$ cat config.mk
export PLATFORM = sky130hd
export DESIGN_NAME = uart_tx_arbiter
export DESIGN_NICKNAME = d
export VERILOG_FILES = /design/src/rtl/uart_tx_arbiter.sv
export SDC_FILE = /design/constraint.sdc
export NUM_CORES = 1
export LEC_CHECK = 0
export ABC_AREA = 0
export BUFFER_PORTS_ARGS = -buffer_cell sky130_fd_sc_hd__buf_2
export CAP_MARGIN = 30
export CORE_ASPECT_RATIO = 0.8
export CORE_MARGIN = 3
export CORE_UTILIZATION = 40
export CTS_CLUSTER_SIZE = 24
export DETAILED_ROUTE_END_ITERATION = 7
export PLACE_DENSITY = 0.75
export SYNTH_ARGS = -nofsm -noshare
export SYNTH_HDL_FRONTEND = slang
export SYNTH_SLANG_ARGS = --single-unit
$ cat constraint.sdc
create_clock -name clk -period 2.24 [get_ports clk]
set_clock_uncertainty 0.05 [all_clocks]
set_input_delay 0.224 -clock clk [delete_from_list [all_inputs] [get_ports clk]]
set_output_delay 0.224 -clock clk [all_outputs]
set_load 0.005 [all_outputs]
$ cat src/rtl/uart_tx_arbiter.sv
`timescale 1ns/1ps
// -----------------------------------------------------------------------------
// uart_tx_arbiter
//
// Lets NUM_REQ byte-stream requesters share one UART transmitter. Grants are
// round-robin, and a grant lasts for one packet or BURST_MAX bytes, whichever
// ends first. Each grant is registered one cycle after the request is seen.
// While a grant is held, the owner's stream passes through combinationally,
// so the data path adds no latency.
//
// Ports
//   clk            system clock, rising edge
//   rst            synchronous active-high reset
//   enable         1 = new grants permitted (a grant in progress always completes)
//   req_tdata      per-requester byte, requester i at [8i+7:8i]
//   req_tvalid     per-requester byte valid
//   req_tlast      per-requester end-of-packet marker
//   req_tready     per-requester accept (only the owner's bit can be high)
//   m_axis_tdata   byte to the UART TX stream
//   m_axis_tvalid  byte valid to the UART
//   m_axis_tready  UART accept
//   grant_valid    high while a requester owns the UART
//   grant_id       index of the owner, meaningful only with grant_valid
//   beat_count     bytes accepted in the current grant
// -----------------------------------------------------------------------------
module uart_tx_arbiter #(
  parameter int unsigned NUM_REQ   = 4,
  parameter int unsigned BURST_MAX = 16,
  parameter int unsigned GW        = $clog2(NUM_REQ)
) (
  input  logic                 clk,
  input  logic                 rst,
  input  logic                 enable,
  input  logic [NUM_REQ*8-1:0] req_tdata,
  input  logic [NUM_REQ-1:0]   req_tvalid,
  input  logic [NUM_REQ-1:0]   req_tlast,
  output logic [NUM_REQ-1:0]   req_tready,
  output logic [7:0]           m_axis_tdata,
  output logic                 m_axis_tvalid,
  input  logic                 m_axis_tready,
  output logic                 grant_valid,
  output logic [GW-1:0]        grant_id,
  output logic [7:0]           beat_count
);

  localparam int unsigned   BW        = 8;
  localparam logic [BW-1:0] BEAT_LAST = BW'(BURST_MAX - 1);
  localparam logic [GW-1:0] GID_LAST  = GW'(NUM_REQ - 1);

  typedef enum logic {
    IDLE = 1'b0,
    XFER = 1'b1
  } state_t;

  state_t        state;
  logic [GW-1:0] last_grant;

  logic          in_xfer_c;
  logic          beat_c;
  logic          exit_c;
  logic          arb_found_c;
  logic [GW-1:0] arb_sel_c;

  // Round-robin pick: first valid requester after last_grant, wrapping at NUM_REQ.
  always_comb begin
    int unsigned idx;
    arb_found_c = 1'b0;
    arb_sel_c   = '0;
    idx         = 0;
    for (int unsigned k = 1; k <= NUM_REQ; k++) begin
      idx = (32'(last_grant) + k) % NUM_REQ;
      if (!arb_found_c && req_tvalid[GW'(idx)]) begin
        arb_found_c = 1'b1;
        arb_sel_c   = GW'(idx);
      end
    end
  end

  // The pass-through is blanked during the reset cycle. Otherwise a packet
  // being abandoned could still complete a beat while rst is high.
  assign in_xfer_c = (state == XFER) && !rst;

  // Owner's byte mux.
  always_comb begin
    m_axis_tdata = '0;
    if (in_xfer_c) begin
      for (int i = 0; i < NUM_REQ; i++) begin
        if (grant_id == GW'(i)) begin
          m_axis_tdata = req_tdata[8*i +: 8];
        end
      end
    end
  end

  assign m_axis_tvalid = in_xfer_c && req_tvalid[grant_id];

  // Only the owner sees the UART's ready; everyone else stalls.
  always_comb begin
    req_tready = '0;
    if (in_xfer_c) begin
      req_tready[grant_id] = m_axis_tready;
    end
  end

  assign beat_c = m_axis_tvalid && m_axis_tready;

  // A tlast beat that is also the BURST_MAX-th beat gives a single exit.
  assign exit_c = beat_c && (req_tlast[grant_id] || (beat_count == BEAT_LAST));

  // Grant state machine.
  always_ff @(posedge clk) begin
    if (rst) begin
      state       <= IDLE;
      grant_valid <= 1'b0;
      grant_id    <= '0;
      beat_count  <= '0;
      last_grant  <= GID_LAST;
    end else begin
      case (state)
        IDLE: begin
          if (enable && arb_found_c) begin
            state       <= XFER;
            grant_valid <= 1'b1;
            grant_id    <= arb_sel_c;
            beat_count  <= '0;
          end
        end
        XFER: begin
          // An owner that drops tvalid keeps the grant. Nothing times out.
          if (beat_c) begin
            beat_count <= beat_count + BW'(1);
            if (exit_c) begin
              state       <= IDLE;
              grant_valid <= 1'b0;
              last_grant  <= grant_id;
            end
          end
        end
        default: begin
          state       <= IDLE;
          grant_valid <= 1'b0;
        end
      endcase
    end
  end

endmodule

* Yosys cells after proc, flatten, opt, wreduce, memory -nomap -nowiden *
Cells that the tools add are included.

cells by class
  reductions and logical operators = 19
  equality and inequality tests = 7
  bitwise gates (word level) = 2
  $lt $le $gt $ge = 6
  add/subtract/negate cells = 5
  mux-type cells = 39

operator list
  cell                 count
  $mux 8               7
  $mux 1               17
  $pmux 8 s2           1
  $lt 2x3->1 const B   5
  $bmux 1 s2           6
  $logic_and 1x1->1    9
  $add 8x1->8 const B  1
  $eq 8x4->1 const B   1
  $mux 2               4
  $reduce_and 3->1     2
  $add 2x1->2 const B  2
  $add 2x2->2 const B  2
  $and 4x4->4          1
  $eq 2x2->1 const B   2
  $logic_not 1->1      4
  $mux 4               1
  $ne 2x1->1 const B   2
  $pmux 1 s2           2
  $reduce_and 2->1     2
  $demux 1 s2          1
  $eq 2x1->1 const B   1
  $ge 2x1->1 const B   1
  $logic_not 2->1      1
  $ne 2x2->1 const B   1
  other kinds (2)      2

word-level totals
  register bits = 14
  input port bits = 44
  word-level logic and storage cells = 83
  output and inout port bits = 24

* Depth between registers and ports, before layout *
  word-level depth = 16
  gate-level depth with buffers = 6

* Worst setup path before layout *
Ideal clock, no wire load.

  path type = reg2reg
  start point = reg grant_id[0]
  end point = reg last_grant[1]
  cell stages (with the launch flop) = 6
  buffers on the path = 1
  setup time = 120 ps
  arrival = 1562 ps
  path slack = 508 ps
  cell sequence = dfxtp_1 -> buf_2 -> mux4_1 -> a21oi_1 -> nor3b_1 -> a211o_1

on the way
  longest elaborated chain between the ends = 6

RTL lines
  element                       RTL line  RTL
  start, declared               42        output logic [GW-1:0] grant_id,
  start signal, assigned        124       grant_id <= arb_sel_c;
  $bmux 1 s2                    95        assign m_axis_tvalid = in_xfer_c && req_tvalid[grant_id];
  $mux 1 (implied by the code)  95
  $logic_and 1x1->1             95
  $logic_and 1x1->1             105       assign beat_c = m_axis_tvalid && m_axis_tready;
  $logic_and 1x1->1             108       assign exit_c = beat_c && (req_tlast[grant_id] || (beat_count == BEAT_LAST));
  $reduce_and 3->1 (no line) *  -
  end signal, assigned          135       last_grant <= grant_id;
  end, declared                 56        logic [GW-1:0] last_grant;

Mark *: on every way between the ends. The rest lies on a longest branch, timed or not. The select of a mux whose other input is x is not followed.
A chain may end at the register's enable or synchronous reset.

* Worst setup path in the final report *
  start point = reg grant_id[0]
  end point = out m_axis_tdata[7]

on the way
  longest elaborated chain between the ends = 6

RTL lines
  element               RTL line  RTL
  $logic_not 2->1       88        if (grant_id == GW'(i)) begin
  $mux 8 (3 in series)  88
  $mux 8 *              88
  $mux 8 *              86        if (in_xfer_c) begin
  end, declared         38        output logic [7:0] m_axis_tdata,

Mark *: on every way between the ends. The rest lies on a longest branch, timed or not.

==> out/metrics.csv <==
metric;value;unit
status;completed;
syn_to_final_growth;36.9;%
ys_warn_count;0;
die_w;64.3;µm
synth_area_leader_cell;dfxtp_1;
post_cts_buffers;0;
final_core_util;59.1;%
antenna_found_initial;0;
leakagePower;0.700;nW
grt_usage;18.3;%
cts_tree;yes;
cts.repair.resized;0;
ant_nets;0;
grtUsageMet1;21.7;%
cap_violations;0;
clk-insertion-delay-late;280;ps
wirelength;3090;µm
std_cell_rows;16;
num_antenna_cells;0;
cts.clk_slew.worst_paths;90;ps
grt_pass1_wl;4860;µm
synth_edf_count;0;
grt_pass1_vias;1105;
path_cells;buf_4, mux4_1, and2_1, buf_2;
setup_violations;0;
yosys_most_used_dff;dfxtp_1;
powerDensity;409;mW/mm²
final_layout_size_suffix_gt1_share;47.8;%
start_util;43.2;%
drv_slew;0;
vias_per_cell;5.32;
finalNetCount;230;
setup.worst_path.start_class;flip-flop;
ys_seq_area_share;25.7;%
avgSynthCellArea;9.30;µm²
fmax;483;MHz
grt_max_degree;18;
fillers;243;
netlist_area;0.00109;mm²
io_pins;68;
ys_async_sr_fraction;0;%
clock-sinks;14;
grt_use_met3;5.36;%
synth_nets;162;
die_h;52.7;µm
clk_path_buf_depth;2;
rsz0062_at_grt;false;
cp.arrival;1800;ps
worstHoldPathType;in -> reg;
critical_path_class;reg -> out;
drt_pass1_iterations;4;
cts-buffers-inserted;3;
netlist_top_cells_area;dfxtp_1 (26%), mux4_2 (17%), and2_1 (5.2%);
period_share;92.4;%
ir_drop;314;µV
drc;0;
synth.distinct_cells;38;
cp.required;1970;ps
synth_top_area_share;25.7;%
min_period;2070;ps
io_buffers;67;
hpwl;2500;µm
slowest_delay;560;ps
slowest_stage;mux4_1;
grtUsageMet2;33.2;%
gp_congestion;0.828;
grt-ovfl-total;0;
crit_fanout;13;
r2r_slack;490;ps
cts_max_level;1;
vias;1171;
setup_tns;0;ps
ys_seq_elements;14;
drt_iter0_drc;51;
endpoint_kind;primary output;
tightestPinTransition;488;ps
wire_per_inst;14.1;µm
postCtsHoldBufs;0;
grt.busiest_layer;met2;
die_area;0.00339;mm²
core;0.00252;mm²
slew_headroom;67.4;%
syn_inst;117;
cts-root-buf;clkbuf_4;
finalHoldViolCount;0;
==> kinds of logic after synthesis <==
logic type      after synthesis  synth area share (%)
buf+inv                       9                  4.14
compound gates               32                  21.2
fa+ha+maj                     1                  1.15
flops                        14                  25.7
simple gates                 50                  25.5
mux                          11                  22.3
==> metal layers <==
layer / share of wire [%] / vias to the layer above
met1: 41 / 549
met3: 6.8 / 2
met5: 0 / -
met2: 51 / 37
met4: 0.45 / 0
li1: - / 583
==> registers in the layout, indices dropped and copies added (netlist names) <==
signal       flops
grant_valid      1
grant_id         2
last_grant       2
state            1
beat_count       8
==> cell usage after synthesis, drive strengths merged (2+ instances only) <==
library cell	instances
nor3	4
nor2b	2
mux4	10
o31ai	2
and2	10
nand3	4
and3	3
o21ai	9
a31oi	2
a21oi	9
clkbuf	3
buf	4
nand2b	6
nand2	10
inv	2
nor2	5
a211o	2
dfxtp	14
nor3b	3
==> path summary, 6_finish.rpt <==
| path | startpoint | end | depth (start not counted) |
|---|---|---|---|
| setup reg to reg | grant_id[0]$_SDFFE_PP0P_ | last_grant[1]$_SDFFE_PP1P_ | 4 |
| setup / recovery | grant_id[0]$_SDFFE_PP0P_ | m_axis_tdata[7] | 4 |
| hold / removal | enable | state$_SDFF_PP0_ | 3 |
| hold reg to reg | beat_count[1]$_SDFFE_PP0P_ | beat_count[1]$_SDFFE_PP0P_ | 2 |
==> per-stage QoR <==
stage          instances  hold WS [ps]  cell area (µm²)  setup WS [ps]  total power [mW]
2_1_floorplan        117           363             1090            508             0.364
4_1_cts              220           183             1490            155             0.616
3_3_place_gp         216           425             1450            507             0.427
3_5_place_dp         216           428             1450            480             0.431
6_report             220           184             1490            170             0.609
5_1_grt              220           208             1490           71.5             0.642
==> where the power goes <==
group          switching [mW]  total (mW)  internal [mW]  leakage [nW]
Clock                  0.0845       0.183         0.0989        0.0210
Sequential            0.00679       0.262          0.255         0.114
Combinational          0.0709       0.163         0.0923         0.565
Total                   0.162       0.609          0.447         0.700
==> placed cells by master (no fill, tap or decap), drive strengths merged, types with 3 or more instances in the layout <==
cell type / synthesis / routed
mux4: 10 / 10
nor3: 4 / 4
and2: 10 / 10
nand3: 4 / 4
nand2b: 6 / 6
nand2: 10 / 10
a21oi: 9 / 9
clkbuf: 3 / 4
dfxtp: 14 / 14
and3: 3 / 3
o21ai: 9 / 9
nor2: 5 / 5
nor3b: 3 / 3
buf: 4 / 70
==> critical path: cells and delay by family (launching register included) <==
kind,cells,cell delay [ps]
and+or+nand+nor,1,160
muxes,1,560
buffers and inverters,2,380
DFF,1,420
==> area by class of cell <==
type                            count  area, µm²  area share, %
Tap cell                           36       45.0           3.02
Inverter                            2       7.51          0.504
Clock buffer                        4       36.3           2.43
Multi-Input combinational cell     94        763           51.2
Sequential cell                    14        280           18.8
Timing Repair Buffer               70        358           24.0
(Power assumes the default switching activity.)
